`src/rtl/jk_cmd_sequencer.sv`:
```
// jk_cmd_sequencer: queues hold/reset/set/toggle commands and issues each one as a
// one-cycle J/K pulse to a downstream jk_flipflop. It then checks the flop's q
// against a shadow model and counts completed commands and mismatches.
// Latency: accept at edge N, pop at N+1, flop capture at N+2, check at N+3.
// Backpressure: cmd_ready drops while the FIFO is full or rst is high.
module jk_cmd_sequencer #(
  parameter int DEPTH = 4
) (
  input  logic       clk,
  input  logic       rst,
  input  logic       cmd_valid,
  input  logic [1:0] cmd,
  output logic       cmd_ready,
  output logic       j,
  output logic       k,
  input  logic       q,
  output logic       busy,
  output logic       err,
  output logic [7:0] err_count,
  output logic [7:0] done_count
);

  localparam int AW = (DEPTH > 1) ? $clog2(DEPTH) : 1;

  typedef enum logic [1:0] {
    IDLE  = 2'd0,
    DRIVE = 2'd1,
    CHECK = 2'd2
  } state_t;

  state_t        state;
  logic [1:0]    mem [DEPTH];
  logic [AW-1:0] wr_ptr;
  logic [AW-1:0] rd_ptr;
  logic [AW:0]   count;
  logic [1:0]    head;
  logic          q_exp;
  logic          known;
  logic          full;
  logic          push;
  logic          pop;

  // ready comes from the registered count, so a same-edge pop never raises it early
  assign full      = (count == (AW+1)'(DEPTH));
  assign cmd_ready = !full && !rst;
  assign push      = cmd_valid && cmd_ready;
  assign pop       = (state == IDLE) && (count != '0);
  assign head      = mem[rd_ptr];
  assign busy      = (state != IDLE) || (count != '0);

  // FIFO storage: data needs no reset, occupancy is tracked by the pointers
  always_ff @(posedge clk) begin
    if (push) begin
      mem[wr_ptr] <= cmd;
    end
  end

  // FIFO pointers and occupancy; reset discards all queued commands
  always_ff @(posedge clk) begin
    if (rst) begin
      wr_ptr <= '0;
      rd_ptr <= '0;
      count  <= '0;
    end else begin
      if (push) begin
        wr_ptr <= wr_ptr + AW'(1);
      end
      if (pop) begin
        rd_ptr <= rd_ptr + AW'(1);
      end
      case ({push, pop})
        2'b10:   count <= count + (AW+1)'(1);
        2'b01:   count <= count - (AW+1)'(1);
        default: count <= count;
      endcase
    end
  end

  // issue/check FSM with the shadow model and the status counters
  always_ff @(posedge clk) begin
    if (rst) begin
      state      <= IDLE;
      j          <= 1'b0;
      k          <= 1'b0;
      q_exp      <= 1'b0;
      known      <= 1'b0;
      err        <= 1'b0;
      err_count  <= 8'd0;
      done_count <= 8'd0;
    end else begin
      case (state)
        IDLE: begin
          if (pop) begin
            j     <= head[1];
            k     <= head[0];
            state <= DRIVE;
            // the shadow model commits here and is compared in CHECK
            case (head)
              2'b10: begin
                q_exp <= 1'b1;
                known <= 1'b1;
              end
              2'b01: begin
                q_exp <= 1'b0;
                known <= 1'b1;
              end
              2'b11:   q_exp <= ~q_exp;
              default: q_exp <= q_exp;
            endcase
          end else begin
            j <= 1'b0;
            k <= 1'b0;
          end
        end
        DRIVE: begin
          // the flop samples the pulse at this edge
          j     <= 1'b0;
          k     <= 1'b0;
          state <= CHECK;
        end
        CHECK: begin
          if (known && (q != q_exp)) begin
            err <= 1'b1;
            if (err_count != 8'hFF) begin
              err_count <= err_count + 8'd1;
            end
          end
          done_count <= done_count + 8'd1;
          state      <= IDLE;
        end
        default: begin
          j     <= 1'b0;
          k     <= 1'b0;
          state <= IDLE;
        end
      endcase
    end
  end

endmodule

```
`config.mk`:
```
export PLATFORM = sky130hd
export DESIGN_NAME = jk_cmd_sequencer
export DESIGN_NICKNAME = d
export VERILOG_FILES = /design/src/rtl/jk_cmd_sequencer.sv
export SDC_FILE = /design/constraint.sdc
export NUM_CORES = 1
export LEC_CHECK = 0
export ABC_AREA = 1
export CORE_MARGIN = 8
export CORE_UTILIZATION = 58
export CTS_CLUSTER_SIZE = 16
export DETAILED_ROUTE_END_ITERATION = 10
export HOLD_SLACK_MARGIN = 0.15
export PLACE_DENSITY = 0.88
export SETUP_SLACK_MARGIN = 0.3
export SLEW_MARGIN = 20
export SYNTH_ARGS = -nofsm -noshare
export SYNTH_HDL_FRONTEND = slang
export SYNTH_SLANG_ARGS = --single-unit
```
`constraint.sdc`:
```
create_clock -name clk -period 4.6 [get_ports clk]
set_input_delay 0.69 -clock clk [delete_from_list [all_inputs] [get_ports clk]]
set_output_delay 0.69 -clock clk [all_outputs]
set_load 0.03 [all_outputs]
```
==> results_dict.tcl, run 1 <==
set metrics [dict create \
    status "complete, no violations" \
    ys_warn_count 0 \
    multi_input_area_sq_um 900 \
    grt_setup_unrepaired "no" \
    finalNonFillerCells 330 \
    placed_cell_area_sq_um 2240 \
    cp_common_cell "clkdlybuf4s50_1" \
    layout-drive-gt1-share 0.0599 \
    io_pins 27 \
    grt_pass1_vias 1530 \
    final_area_sq_um 2310 \
    synth.distinct_cells 28 \
    area_delta_synth_final_pct 18.6 \
    syn-num-nets 271 \
    post-synth-top-area-cell "dfxtp_1" \
    wl_met3_um 119 \
    worstMarginPinSlew_ns 0.588 \
    cts.root.buffer_cell "clkbuf_4" \
    synth.yosys.seq_area_share 0.453 \
    die_x_um 73.9 \
    netlist_area_sq_um 1940 \
    highest_layer "met4" \
    clk_pin_slew_ns 0.11 \
    post_cts_buffers 0 \
    cpPeakStageDelay_ns 0.70 \
    dpl.hpwl_mm 2.78 \
    ys_seq_elements 40 \
    hold_class "reg -> reg" \
    crit_path_start_kind "input pin" \
    cts_max_path_buffers 2 \
    crit_fanout 13 \
    grtUsageTotal 0.142 \
    vias 1629 \
    critical_path_class "in -> out" \
    num_antenna_cells 0 \
    clock.fmax_ghz 0.338 \
    crit_path_end_kind "primary output" \
    drc_errors 0 \
    routed_wl_mm 3.60 \
    initial_core_util 0.592 \
    synth_area_leaders "dfxtp_1 33%, edfxtp_1 12%, nand2_1 11%" \
    cap_viol_max_count 0 \
    place_congestion 0.844 \
    synth-edff-count 8 \
    ys_top_cells_by_count "57 x nand2_1, 38 x inv_1, 32 x dfxtp_1" \
    ant_nets 0 \
    syn_avg_cell_area_sq_um 7.65 \
    fin_nets 300 \
    p_leak_nw 0.936 \
    power_uw 950 \
    drt_iter0_markers 65 \
    synth_most_common_cell "nand2_1" \
    num_rows 21 \
    wl_met2_mm 1.77 \
    fin_util 0.702 \
    critPathRequiredTime_ns 3.91 \
    slew_viol_final 0 \
    slowest_stage "clkdlybuf4s50_1" \
    setup_viol 0 \
    grt_start_max_net_pins 21 \
    cts.sinks 40 \
    vdd_drop_max_mv 0.281 \
    dieHeight_um 73.9 \
    ys.flop_type "dfxtp_1" \
    critPathArrivalTime_ns 2.27 \
    slew_headroom 0.608 \
    clk-insertion-delay-late_ns 0.34 \
    port_buffers 26 \
    fin_crit_ns 2.96 \
    finClkSkew_ns 0.00954 \
    regArea_sq_um 881 \
    wire_per_inst_um 10.9 \
    synthCells 254 \
    cts_resized 0 \
    tns_ns 0 \
    hold_viol 0 \
    power_density_nw_per_um2 412 \
    period_share 0.643 \
    antenna_found_initial 0 \
    grt_first_pass_wirelength_mm 5.99 \
    cts_buffers 5 \
    core_area_sq_um 3280 \
    synthArstFlopShare 0 \
    drtPass1Iterations 4 \
    n_fill_cell 276 \
    placed_cells 322 \
    crit_path_cell_trace "clkdlybuf4s50_1 > a31oi_1 > clkdlybuf4s50_1" \
    overflow 0 \
    cts_tree "done" \
    vias_per_cell 4.94 \
    cts_hold_buf 0 \
    ctsHtreeMaxLevel 2 \
    dieArea_sq_um 5460 \
    synth_top_area_frac 0.329 \
    m1WireLength_mm 1.61 \
]
==> critical path: cells and delay by family <==
family | cells | cell delay (ns)
buf+inv | 2 | 1.33
compound gates | 1 | 0.25
==> worst paths after layout <==
path                            cells past startpoint     start  slack (ns)        end
worst max register to register                     11  state[1]        2.59   count[2]
worst min register to register                      1  count[0]        0.47   count[0]
worst max-delay path                                3       rst        1.64  cmd_ready
worst min-delay path                                1  count[0]        0.47   count[0]
==> layer usage <==
metal | up-vias | global-route usage
li1 | 874 | -
met1 | 712 | 0.155
met2 | 34 | 0.245
met3 | 9 | 0.0246
met4 | 0 | 0.0976
met5 | - | 0
==> metrics by stage <==
step | hold slack, ns | worst slack [ns]
after detailed placement | 0.452 | 1.31
after global placement | 0.443 | 1.42
final | 0.470 | 1.64
after CTS | 0.466 | 1.64
after global routing | 0.497 | 1.38
after floorplan | 0.422 | 2.50
==> power breakdown <==
| part | switching, mW | total, mW | internal (mW) |
|---|---|---|---|
| combinational | 0.209 | 0.326 | 0.117 |
| clock | 0.107 | 0.180 | 0.0727 |
| sequential | 0.0365 | 0.444 | 0.408 |
==> sequential cells by signal, indices dropped and copies added (netlist names), named ones only <==
name        count
mem             8
q_exp           1
j               1
done_count      8
wr_ptr          2
count           3
err_count       8
known           1
state           2
err             1
k               1
rd_ptr          2
==> final cells by class <==
type	instances	share of cell area
clock buffer	6	0.0222
clock inverter	2	0.00434
inverter	39	0.0635
multi-input combinational	171	0.390
sequential	40	0.382
tap	46	0.0250
timing repair buffer	26	0.113
==> cells by family (layout without fill, tap and decap cells) <==
family	after synthesis	after routing	share of synthesized area
AND/OR/NAND/NOR	117	117	0.263
flip-flops	40	40	0.453
XOR/XNOR	3	3	0.0135
adder cells (fa/ha/maj)	11	11	0.0746
buffers and inverters	43	73	0.0843
AO/OA/AOI/OAI	40	40	0.112
==> placed cells by master (no fill, tap or decap) <==
cell	instances
a21oi_1	19
a22o_1	1
a31oi_1	1
clkbuf_4	5
clkbuf_8	1
clkdlybuf4s50_1	26
clkinv_1	1
clkinv_2	2
dfxtp_1	32
edfxtp_1	8
fa_1	1
ha_1	10
inv_1	38
nand2_1	57
nand2_2	3
nand3_1	17
nand3_2	2
nand4_1	2
nor2_1	30
nor2_2	1
nor2_4	1
nor3_1	2
nor3_2	2
o211ai_1	3
o21a_1	1
o21ai_0	12
o21ai_1	2
o21bai_1	1
xnor2_1	1
xor2_1	2
(Power assumes the default switching activity.)
==> inputs of run 2 (changes only) <==
--- a/config.mk
+++ b/config.mk
@@ -7,11 +7,11 @@
 export LEC_CHECK = 0
 export ABC_AREA = 1
 export CORE_MARGIN = 8
-export CORE_UTILIZATION = 58
+export CORE_UTILIZATION = 48
 export CTS_CLUSTER_SIZE = 16
 export DETAILED_ROUTE_END_ITERATION = 10
 export HOLD_SLACK_MARGIN = 0.15
-export PLACE_DENSITY = 0.88
+export PLACE_DENSITY = 0.78
 export SETUP_SLACK_MARGIN = 0.3
 export SLEW_MARGIN = 20
 export SYNTH_ARGS = -nofsm -noshare
==> constraint.sdc (replaced) <==
create_clock -name clk -period 2.4 [get_ports clk]
set_input_delay 0.36 -clock clk [delete_from_list [all_inputs] [get_ports clk]]
set_output_delay 0.36 -clock clk [all_outputs]
set_load 0.03 [all_outputs]
==> run 2 against run 1 <==
Hold slack got worse by 0.019 ns. Global-route usage fell by 2.1 points. Sequential share of layout area fell by 1.2 points. Critical endpoint unchanged. Clock skew fell by 0.0052 ns. Die area rose by 16%. Count of clock-buffer cells in the layout rose by 2. Clock power rose to 2.7 times the previous value.
==> results_dict.tcl, run 2 (synthesis gave the netlist of run 1 again) <==
set metrics [dict create \
    period_share 0.839 \
    worstMarginPinSlew_ns 0.320 \
    fin_nets 304 \
    num_rows 23 \
    ctsHtreeMaxLevel 2 \
    pwr-share-clk 0.242 \
    placed_cell_area_sq_um 2270 \
    dieArea_sq_um 6340 \
    comb_power_share 0.326 \
    grt_setup_unrepaired "no" \
    port_buffers 26 \
    hold_ws_ns 0.451 \
    cap_viol_max_count 0 \
    critical_path_class "in -> out" \
    io_pins 27 \
    hold_class "reg -> reg" \
    cts_buffers 5 \
    antenna_found_initial 0 \
    cts_tree "done" \
    p_leak_nw 0.967 \
    final_area_sq_um 2380 \
    overflow 0 \
    num_antenna_cells 0 \
    clk_pin_slew_ns 0.07 \
    p_seq_frac 0.433 \
    layout_common_cells "57 x nand2_1, 37 x inv_1, 32 x dfxtp_1, 30 x nor2_1, 26 x clkdlybuf4s50_1" \
    vdd_drop_max_mv 0.652 \
    place_congestion 0.824 \
    ant_nets 0 \
    initial_core_util 0.493 \
    cts.root.buffer_cell "clkbuf_8" \
    routed_wl_mm 3.63 \
    crit_path_start_kind "input pin" \
    crit_fanout 3 \
    final_common_cell "nand2_1" \
    hold_viol 0 \
    wire_per_inst_um 10.8 \
    min_to "count[0]" \
    grt_pass1_vias 1477 \
    critPathArrivalTime_ns 1.65 \
    grtUsageTotal 0.121 \
    min_delay_path_depth 1 \
    startpoint "rst" \
    die_x_um 79.6 \
    reg2reg_depth 12 \
    grt_start_max_net_pins 20 \
    fin_util 0.604 \
    grt_first_pass_wirelength_mm 6.19 \
    swShare 0.351 \
    hp-start "count[0]" \
    setup_viol 0 \
    area_delta_synth_final_pct 22.4 \
    top_regs "done_count: 8 flops, err_count: 8 flops, mem: 8 flops" \
    switching_power_uw 695 \
    dpl.hpwl_mm 2.75 \
    rr_endpoint "count[2]" \
    status "complete, no violations" \
    n_fill_cell 362 \
    vias 1642 \
    slew_viol_final 0 \
    fin_crit_ns 2.01 \
    clock.fmax_ghz 0.497 \
    vias_per_cell 4.86 \
    crit_path_end_kind "primary output" \
    reg2reg_from "count[1]" \
    internal_power_mw 1.29 \
    drc_errors 0 \
    slew_headroom 0.786 \
    cts_max_path_buffers 2 \
    tns_ns 0 \
    critPathRequiredTime_ns 2.04 \
    finClkSkew_ns 0.00432 \
    drtPass1Iterations 4 \
    reg2reg_slack_ns 0.52 \
    clk-insertion-delay-late_ns 0.29 \
    drt_iter0_markers 78 \
    power_density_nw_per_um2 832 \
    power_mw 1.98 \
    core_area_sq_um 3940 \
    cts.sinks 40 \
    layout-drive-gt1-share 0.0729 \
    dieHeight_um 79.6 \
]
run 2: power by group through the flow:
stage | registers (mW) | logic, mW | clock network (mW)
after global routing | 0.868 | 0.732 | 0.530
after CTS | 0.856 | 0.629 | 0.495
final | 0.857 | 0.645 | 0.479
after global placement | 0.866 | 0.601 | 0
after detailed placement | 0.871 | 0.622 | 0
after floorplan | 0.887 | 0.418 | 0
run 2: worst max-delay path by stage:
stage,endpoint
floorplan,count[2]
global placement,count[2]
detailed placement,count[2]
CTS,cmd_ready
global route,cmd_ready
finish,cmd_ready
run 2: area by class of cell:
cell class	count	area, sq um	area share
multi-input cells	171	900	0.378
flip-flops and latches	40	881	0.370
repair buffers	30	290	0.122
inverters	39	146	0.0615
clock buffers	8	100	0.0421
well taps	50	62.6	0.0263
run 2: stage by stage:
stage	instances	worst slack [ns]
2_1_floorplan	254	0.678
3_3_place_gp	329	0.336
3_5_place_dp	329	0.249
4_1_cts	337	0.376
5_1_grt	338	0.336
6_report	338	0.386
run 2: worst max-delay path, cell delays in order:
cell and delay (ns):
clkdlybuf4s50_1 0.44, a31oi_1 0.16, clkdlybuf4s50_1 0.70
run 2: metal layers:
| metal | GRT usage | vias to the layer above | wire length, um |
|---|---|---|---|
| met1 | 0.136 | 737 | 1680 |
| met5 | 0 | - | 0 |
| li1 | - | 877 | - |
| met4 | 0.0519 | 0 | 48 |
| met3 | 0.0360 | 5 | 180 |
| met2 | 0.206 | 23 | 1730 |
run 2: timing repair:
item / CTS / global route
endpoints found under the setup margin: 0 / 1
hold buffers: 0 / 0
setup buffers: 0 / 1
resized for setup: 0 / 1
==> inputs of run 3 (changes only) <==
--- a/config.mk
+++ b/config.mk
@@ -7,11 +7,11 @@
 export LEC_CHECK = 0
 export ABC_AREA = 1
 export CORE_MARGIN = 8
-export CORE_UTILIZATION = 48
+export CORE_UTILIZATION = 54
 export CTS_CLUSTER_SIZE = 16
 export DETAILED_ROUTE_END_ITERATION = 10
 export HOLD_SLACK_MARGIN = 0.15
-export PLACE_DENSITY = 0.78
+export PLACE_DENSITY = 0.83
 export SETUP_SLACK_MARGIN = 0.3
 export SLEW_MARGIN = 20
 export SYNTH_ARGS = -nofsm -noshare
==> constraint.sdc (replaced) <==
create_clock -name clk -period 1.95 [get_ports clk]
set_input_delay 0.2925 -clock clk [delete_from_list [all_inputs] [get_ports clk]]
set_output_delay 0.2925 -clock clk [all_outputs]
set_load 0.03 [all_outputs]
==> run 3 against run 2 <==
Core utilization increased by 6.3 points. Critical path depth increased by 9. Critical endpoint is now count[2]. Hold slack improved by 0.012 ns. Sequential share of layout area increased by 0.39 points. First-iteration DRC count increased by 33%.
==> results_dict.tcl, run 3 (synthesis gave the netlist of run 1 again) <==
set metrics [dict create \
    multi_input_area_sq_um 938 \
    critical_path_class "reg -> reg" \
    status "complete, no violations" \
    antenna_found_initial 0 \
    clk_pin_slew_ns 0.11 \
    grt_start_max_net_pins 20 \
    hold_class "reg -> reg" \
    core_area_sq_um 3550 \
    cts.root.buffer_cell "clkbuf_4" \
    dpl.hpwl_mm 2.83 \
    cpPeakStageDelay_ns 0.36 \
    cts_buffers 5 \
    port_buffers 26 \
    drtPass1Iterations 4 \
    vias 1673 \
    final_common_cell "nand2_1" \
    hold_viol 0 \
    routed_wl_mm 3.99 \
    hold_ws_ns 0.462 \
    worstMarginPinSlew_ns 0.326 \
    crit_path_end_kind "register" \
    fin_crit_ns 1.62 \
    grt_setup_unrepaired "yes" \
    num_rows 22 \
    critPathRequiredTime_ns 2.24 \
    setup_viol 0 \
    clock.fmax_ghz 0.618 \
    top_regs "done_count: 8 flops, err_count: 8 flops, mem: 8 flops" \
    cts_tree "done" \
    die_x_um 76.0 \
    cts.sinks 40 \
    slowest_stage "dfxtp_2" \
    grt_first_pass_wirelength_mm 6.61 \
    place_congestion 0.788 \
    slew_viol_final 0 \
    dieArea_sq_um 5780 \
    power_mw 2.38 \
    finalNonFillerCells 338 \
    grt_pass1_vias 1529 \
    grtUsageTotal 0.137 \
    regArea_sq_um 886 \
    ant_nets 0 \
    n_fill_cell 298 \
    place_ws_ns -0.00642 \
    setup_slack_ns 0.331 \
    clk-insertion-delay-late_ns 0.35 \
    drc_errors 0 \
    crit_fanout 4 \
    placed_cells 328 \
    initial_core_util 0.548 \
    crit_path_cell_trace "inv_2 > nand3_2 > nand2_2 > inv_4 > ha_4 > inv_2 > fa_2 > a21oi_2 > o21ai_1 > nand2_1 > nand2_1 > nor2_1" \
    overflow 0 \
    wire_per_inst_um 11.8 \
    dieHeight_um 76.0 \
    area_delta_synth_final_pct 21.8 \
    period_share 0.830 \
    critPathArrivalTime_ns 1.91 \
    final_area_sq_um 2370 \
    vdd_drop_max_mv 0.647 \
    cap_viol_max_count 0 \
    finClkSkew_ns 0.00987 \
    cts_max_path_buffers 2 \
    num_antenna_cells 0 \
    layout-drive-gt1-share 0.131 \
    power_density_nw_per_um2 1010 \
    crit_path_start_kind "register" \
    placed_cell_area_sq_um 2280 \
    io_pins 27 \
    fin_nets 307 \
    slew_headroom 0.784 \
    vias_per_cell 4.95 \
    layout_common_cells "56 x nand2_1, 33 x inv_1, 29 x nor2_1, 28 x dfxtp_1, 20 x dlygate4sd2_1" \
    drt_iter0_markers 104 \
    p_leak_nw 1.06 \
    ctsHtreeMaxLevel 2 \
]
-- run 3: changes by cell type in the layout (fill, tap and decap cells not counted), sizes merged --
cell	change
dlygate4sd2	+20
clkdlybuf4s50	-21
clkbuf	-1
buf	+4
-- run 3: stage by stage --
step           TNS (ns)  utilization
2_1_floorplan         0            -
3_3_place_gp          0        0.642
3_5_place_dp   -0.00642        0.642
4_1_cts               0        0.657
5_1_grt               0        0.667
6_report              0        0.667
-- run 3: worst max-delay path: cells and delay by family (launching register included) --
kind,cells,cell delay [ns]
AOI/OAI and AO/OA,2,0.19
adders and majority gates,2,0.49
and+or+nand+nor,5,0.34
buffers and inverters,3,0.18
DFF,1,0.36
-- run 3: worst paths after layout --
kind	slack, ns	end	start	cells past startpoint
worst min register to register	0.46	count[0]	count[0]	1
worst max register to register	0.33	count[2]	count[2]	12
worst max-delay path	0.33	count[2]	count[2]	12
worst min-delay path	0.46	count[0]	count[0]	1
-- run 3: where the power goes --
group	internal (mW)	switching [mW]	leakage [nW]	total, mW
sequential	0.968	0.104	0.335	1.07
clock	0.136	0.249	0.0254	0.386
combinational	0.361	0.565	0.695	0.926
total	1.47	0.919	1.06	2.38
-- run 3: final cells by class --
cell class	instances	area share
well taps	48	0.0254
inverters	39	0.0650
flip-flops and latches	40	0.374
clock buffers	7	0.0190
repair buffers	33	0.120
multi-input cells	171	0.396
-- run 3: timing repair --
item                                    CTS  global route
pin swaps                                 1             4
setup buffers                             3             0
hold buffers                              0             0
endpoints found under the setup margin   21             3
gates resized for setup                  26            10
-- run 3: metal layers --
layer  up-vias  wire, um  global-route usage
met1       746      1790               0.158
met2        36      1890               0.217
met4         0        74              0.0686
met5         -         0                   0
met3         6       229              0.0495
li1        885         -                   -
